**src/rtl/runway_light_sequencer.sv**
```systemverilog
// rtl/runway_light_sequencer.sv - parametrised runway landing-light sequencer
//
// Purpose: drives NUM_LIGHTS lamps in one of four patterns (calm alternate,
// right-to-left chase, left-to-right chase, bounce), advancing one pattern
// step every STEP_DIV enabled clock cycles.
//
// Ports:
//   clk        in   system clock, rising edge
//   reset      in   synchronous active-high reset
//   mode       in   requested pattern: 00 calm, 01 r-to-l, 10 l-to-r, 11 bounce
//   enable     in   1 = run, 0 = freeze everything including the prescaler
//   out        out  lamp drive, bit 0 = rightmost lamp, 1 = on (registered)
//   cur_mode   out  pattern currently displayed (registered)
//   cycle_done out  one-cycle pulse after a pattern completes a cycle (registered)
module runway_light_sequencer #(
  parameter int NUM_LIGHTS = 8,
  parameter int STEP_DIV   = 1
) (
  input  logic                  clk,
  input  logic                  reset,
  input  logic [1:0]            mode,
  input  logic                  enable,
  output logic [NUM_LIGHTS-1:0] out,
  output logic [1:0]            cur_mode,
  output logic                  cycle_done
);

  localparam int PW = $clog2(NUM_LIGHTS);
  // STEP_DIV = 1 needs no counter bits, but keep one so the vector is legal.
  localparam int CW = (STEP_DIV > 1) ? $clog2(STEP_DIV) : 1;

  localparam logic [PW-1:0] POS_MAX = PW'(NUM_LIGHTS - 1);
  localparam logic [CW-1:0] CNT_MAX = CW'(STEP_DIV - 1);

  function automatic logic [NUM_LIGHTS-1:0] even_mask();
    logic [NUM_LIGHTS-1:0] m;
    for (int i = 0; i < NUM_LIGHTS; i++) m[i] = (i % 2 == 0);
    return m;
  endfunction

  localparam logic [NUM_LIGHTS-1:0] PHASE_A = even_mask();
  localparam logic [NUM_LIGHTS-1:0] PHASE_B = ~PHASE_A;
  localparam logic [NUM_LIGHTS-1:0] LAMP0   = NUM_LIGHTS'(1);

  typedef enum logic [1:0] {
    MODE_CALM   = 2'b00,
    MODE_R2L    = 2'b01,
    MODE_L2R    = 2'b10,
    MODE_BOUNCE = 2'b11
  } mode_e;

  mode_e                 mode_q, mode_d;
  logic                  phase_b_q, phase_b_d;
  logic [PW-1:0]         pos_q, pos_d;
  logic                  dir_down_q, dir_down_d;
  logic [CW-1:0]         cnt_q, cnt_d;
  logic [NUM_LIGHTS-1:0] out_q, out_d;
  logic                  done_q, done_d;
  logic                  step;

  assign step = enable && (cnt_q == CNT_MAX);

  // State register
  always_ff @(posedge clk) begin
    if (reset) begin
      mode_q     <= MODE_CALM;
      phase_b_q  <= 1'b0;
      pos_q      <= '0;
      dir_down_q <= 1'b0;
      cnt_q      <= '0;
      out_q      <= PHASE_A;
      done_q     <= 1'b0;
    end else begin
      mode_q     <= mode_d;
      phase_b_q  <= phase_b_d;
      pos_q      <= pos_d;
      dir_down_q <= dir_down_d;
      cnt_q      <= cnt_d;
      out_q      <= out_d;
      done_q     <= done_d;
    end
  end

  // Next-state logic
  always_comb begin
    mode_d     = mode_q;
    phase_b_d  = phase_b_q;
    pos_d      = pos_q;
    dir_down_d = dir_down_q;
    cnt_d      = cnt_q;
    done_d     = 1'b0;

    if (enable) cnt_d = step ? '0 : cnt_q + 1'b1;

    if (step) begin
      if (mode != mode_q) begin
        // A new mode only loads its start state; it does not advance.
        mode_d = mode_e'(mode);
        case (mode_e'(mode))
          MODE_CALM:   phase_b_d = 1'b0;
          MODE_R2L:    pos_d = '0;
          MODE_L2R:    pos_d = POS_MAX;
          MODE_BOUNCE: begin
            pos_d      = '0;
            dir_down_d = 1'b0;
          end
        endcase
      end else begin
        case (mode_q)
          MODE_CALM: begin
            phase_b_d = ~phase_b_q;
            done_d    = phase_b_q;
          end
          MODE_R2L: begin
            if (pos_q == POS_MAX) begin
              pos_d  = '0;
              done_d = 1'b1;
            end else begin
              pos_d = pos_q + 1'b1;
            end
          end
          MODE_L2R: begin
            if (pos_q == '0) begin
              pos_d  = POS_MAX;
              done_d = 1'b1;
            end else begin
              pos_d = pos_q - 1'b1;
            end
          end
          MODE_BOUNCE: begin
            // dir flips on the step that lands on an endpoint so each
            // endpoint lamp is shown for exactly one step.
            if (!dir_down_q) begin
              pos_d = pos_q + 1'b1;
              if (pos_q == POS_MAX - 1'b1) dir_down_d = 1'b1;
            end else begin
              pos_d = pos_q - 1'b1;
              if (pos_q == PW'(1)) begin
                dir_down_d = 1'b0;
                done_d     = 1'b1;
              end
            end
          end
        endcase
      end
    end

    out_d = (mode_d == MODE_CALM) ? (phase_b_d ? PHASE_B : PHASE_A)
                                  : (LAMP0 << pos_d);
  end

  // Outputs
  always_comb begin
    out        = out_q;
    cur_mode   = mode_q;
    cycle_done = done_q;
  end

endmodule
```
**config.mk**
```make
export PLATFORM = sky130hd
export DESIGN_NAME = runway_light_sequencer
export DESIGN_NICKNAME = d
export VERILOG_FILES = /design/src/rtl/runway_light_sequencer.sv
export SDC_FILE = /design/constraint.sdc
export NUM_CORES = 1
export LEC_CHECK = 0
export CORE_MARGIN = 8
export CORE_UTILIZATION = 40
export DETAILED_ROUTE_END_ITERATION = 8
export GPL_TIMING_DRIVEN = 0
export SYNTH_ARGS = -nofsm -noshare
export SYNTH_HDL_FRONTEND = slang
export SYNTH_SLANG_ARGS = --single-unit
```
**constraint.sdc**
```tcl
create_clock -name clk -period 2.1 [get_ports clk]
set_input_delay 0.42 -clock clk [delete_from_list [all_inputs] [get_ports clk]]
set_output_delay 0.42 -clock clk [all_outputs]
set_load 0.05 [all_outputs]
```
==> results.cfg <==
[route]
route.vias.total = 948
route.detailed.drc = 0
antenna_left = 0
drt_pre_antenna_iters = 4
wl_per_cell_um = 15.2
viasPerCell = 5.71
drt-total-wl_um = 2520
drt-initial-drc-count = 35

[power]
switchingPower_uw = 305
switching_share = 0.370
p_comb_frac = 0.344
power_density_nw_per_um2 = 631
total_power_uw = 825
p_int_uw = 520
power.leakage_uw = 0.000512
seqPwrFrac = 0.435
max-vdd-ir-drop_uv = 524
pwr-share-clk = 0.221

[setup_path]
critPathLaunchType = flop
r2r_cells = 7
end_kind = flop
ff2ff_setup_slack_ns = 0.09
arrival_ns = 2.22
cpPeakStageDelay_ns = 0.41
crit_type = reg -> reg
crit_fanout = 5
crit_family = compound AO/OA/AOI/OAI gates
worst-path-stages = 7
crit_chain = inv_1, ha_4, nand2b_1, o2111a_1, a2111o_1, o21a_2, a41o_2
worstReg2RegEnd = out[4]
cp.required_ns = 2.30
slowest_stage = a2111o_1
cp.buffers_inverters = 1
timing.rr.start = pos_q[0]

[finish]
instances_no_fill = 166
layout_common_cells = 14 x dfxtp_1, 12 x clkdlybuf4s50_1, 11 x nor2_1, 9 x o21ai_0, 8 x a21oi_1
syn_to_final_growth_pct = 24.9
final_nets = 148
antenna_cells = 0
fillers = 243
regArea_um2 = 347
final_common_cell = dfxtp_1
drive_above_1_share = 0.235
multiInputGateArea_um2 = 694

[die]
die_h_um = 67.1
ios = 16
floorplan.initialDensity = 0.422
num_rows = 18
dieArea_um2 = 4510
core-area_um2 = 2480
die_w_um = 67.1

[place]
pre_cts_ws_ns = -0.381
place_inst = 163
dpl.hpwl_um = 1850
gp_congestion = 0.871
io_buffers = 13

[timing]
worst_pin_slew_ns = 0.503
final_hold_viol_count = 0
timing.final.ws_setup_ns = 0.0851
setup_viol = 0
relSlewSlack = 0.664
finalMaxSlewViolations = 0
period_share = 0.959
hold_ws_ns = 0.420
rsz0062_at_grt = true
fin_crit_ns = 2.01
fin_tns_setup_ns = 0
fmax_mhz = 496
skew_ns = 0.00230

[logic_synthesis]
synth-seq-area-share = 0.325
synth_compound_area_frac = 0.294
synth_top_family_by_area = compound AO/OA/AOI/OAI gates
ys.warnings.count = 0
synthAdderAreaFrac = 0.0718
syn_area_um2 = 1050
ys_ff_latch = 17
synthMuxAreaShare = 0.00957
post_synth_and_or_nand_nor_area_fraction = 0.189
synthXorXnorAreaFrac = 0.0419
syn-num-nets = 131
synthCells = 120
syn_area_per_cell_um2 = 8.72
yosysUniqueCellTypes = 44

[run_status]
status = completed

[clocking]
insertion_delay_ns = 0.30
cts.path.max_buffers = 2
cts_buffers = 3
clkTransAtPathRegs_ns = 0.11
cts_root_buffer = clkbuf_4
ctsHtreeMaxLevel = 1
cts_tree = yes
holdBufCountCts = 0
clock-sinks = 17
post_cts_buffers = 0

[global_route]
grt_max_degree = 11
antenna_found_initial = 0
grtUsageTotal = 0.121
grt-ovfl-total = 0
grt_pass1_vias = 910
grt_pass1_wl_um = 4260

[hold_path]
worstHoldPathCells = 2
hp-class = in -> reg
min-delay-start = enable
worstHoldEndpoint = cnt_q

[flow_run]
maxCapViolations = 0
## per-layer routing
metal	part of all wire	routed length (µm)	vias up	global-route usage
met5	0	0	-	0
met3	0.056	142	5	0.0331
met1	0.48	1220	444	0.154
met4	0.012	31	0	0.0496
li1	-	-	477	-
met2	0.45	1120	22	0.188
## sequential cells by signal, indices dropped and copies added, names as in the netlist
name        cells
cycle_done      1
out             8
phase_b_q       1
cur_mode        2
dir_down_q      1
pos_q           3
cnt_q           1
## kinds of logic (layout without fill, tap and decap cells)
group / after synthesis / count (layout)
AOI/OAI and AO/OA: 43 / 43
and+or+nand+nor: 37 / 37
DFF: 17 / 17
buffers and inverters: 14 / 30
adders and majority gates: 6 / 6
xor gates and xnor gates: 2 / 2
muxes: 1 / 1
## final cells by class
class / count / area share
tap: 30 / 0.0287
multi-input combinational: 89 / 0.532
timing repair buffer: 13 / 0.102
clock inverter: 1 / 0.00383
clock buffer: 3 / 0.0172
buffer: 9 / 0.0402
sequential: 17 / 0.265
inverter: 4 / 0.0115
## power groups by stage
stage	registers (µW)	clock network (µW)	logic, µW
after floorplan	428	0	131
after global placement	366	0	265
after detailed placement	367	0	266
after CTS	359	186	276
after global routing	362	207	307
final	359	182	283
## synth_stat cells, drive strengths merged
cell type   n  area share
or4         1      0.0072
o21a        2       0.016
o41ai       4       0.033
o2111a      1       0.011
a211oi      3       0.022
nor4b       2       0.017
a211o       1      0.0084
buf         7       0.042
o2111ai     1      0.0084
a31o        1      0.0084
a21oi       8       0.038
a41o        4       0.041
ha          6       0.072
inv         4       0.014
a2111o      1       0.011
nor2b       3       0.018
o21ai      11       0.053
a22oi       1      0.0072
or3         2       0.017
and2b       1      0.0084
and3        1      0.0060
a41oi       1      0.0084
and2        1      0.0060
xor2        2       0.042
mux2i       1      0.0096
clkbuf      3       0.012
nor3b       1      0.0072
nand2b      4       0.024
o22ai       1      0.0060
nor2       11       0.039
a311oi      2       0.017
nor3        1      0.0048
dfxtp      17        0.33
o211ai      1      0.0072
nand3       2      0.0096
nand2       7       0.025
## per-stage QoR
| step | util | instance area (µm²) |
|---|---|---|
| 6_report | 0.527 | 1310 |
| 5_1_grt | 0.527 | 1310 |
| 4_1_cts | 0.513 | 1270 |
| 3_5_place_dp | 0.490 | 1210 |
| 3_3_place_gp | 0.490 | 1210 |
| 2_1_floorplan | - | 1050 |
## worst max-delay path by stage
stage / to / from
finish: out[4] / pos_q[0]
global placement: out[3] / enable
detailed placement: out[3] / enable
global route: out[1] / pos_q[0]
floorplan: out[0] / cur_mode[1]
CTS: out[4] / pos_q[1]
## repair_timing
item                       in CTS  in global routing
setup endpoints to repair       7                  8
pin swaps                       0                  0
resized for setup               8                  9
No activity file was read; power rests on OpenSTA's default activity.
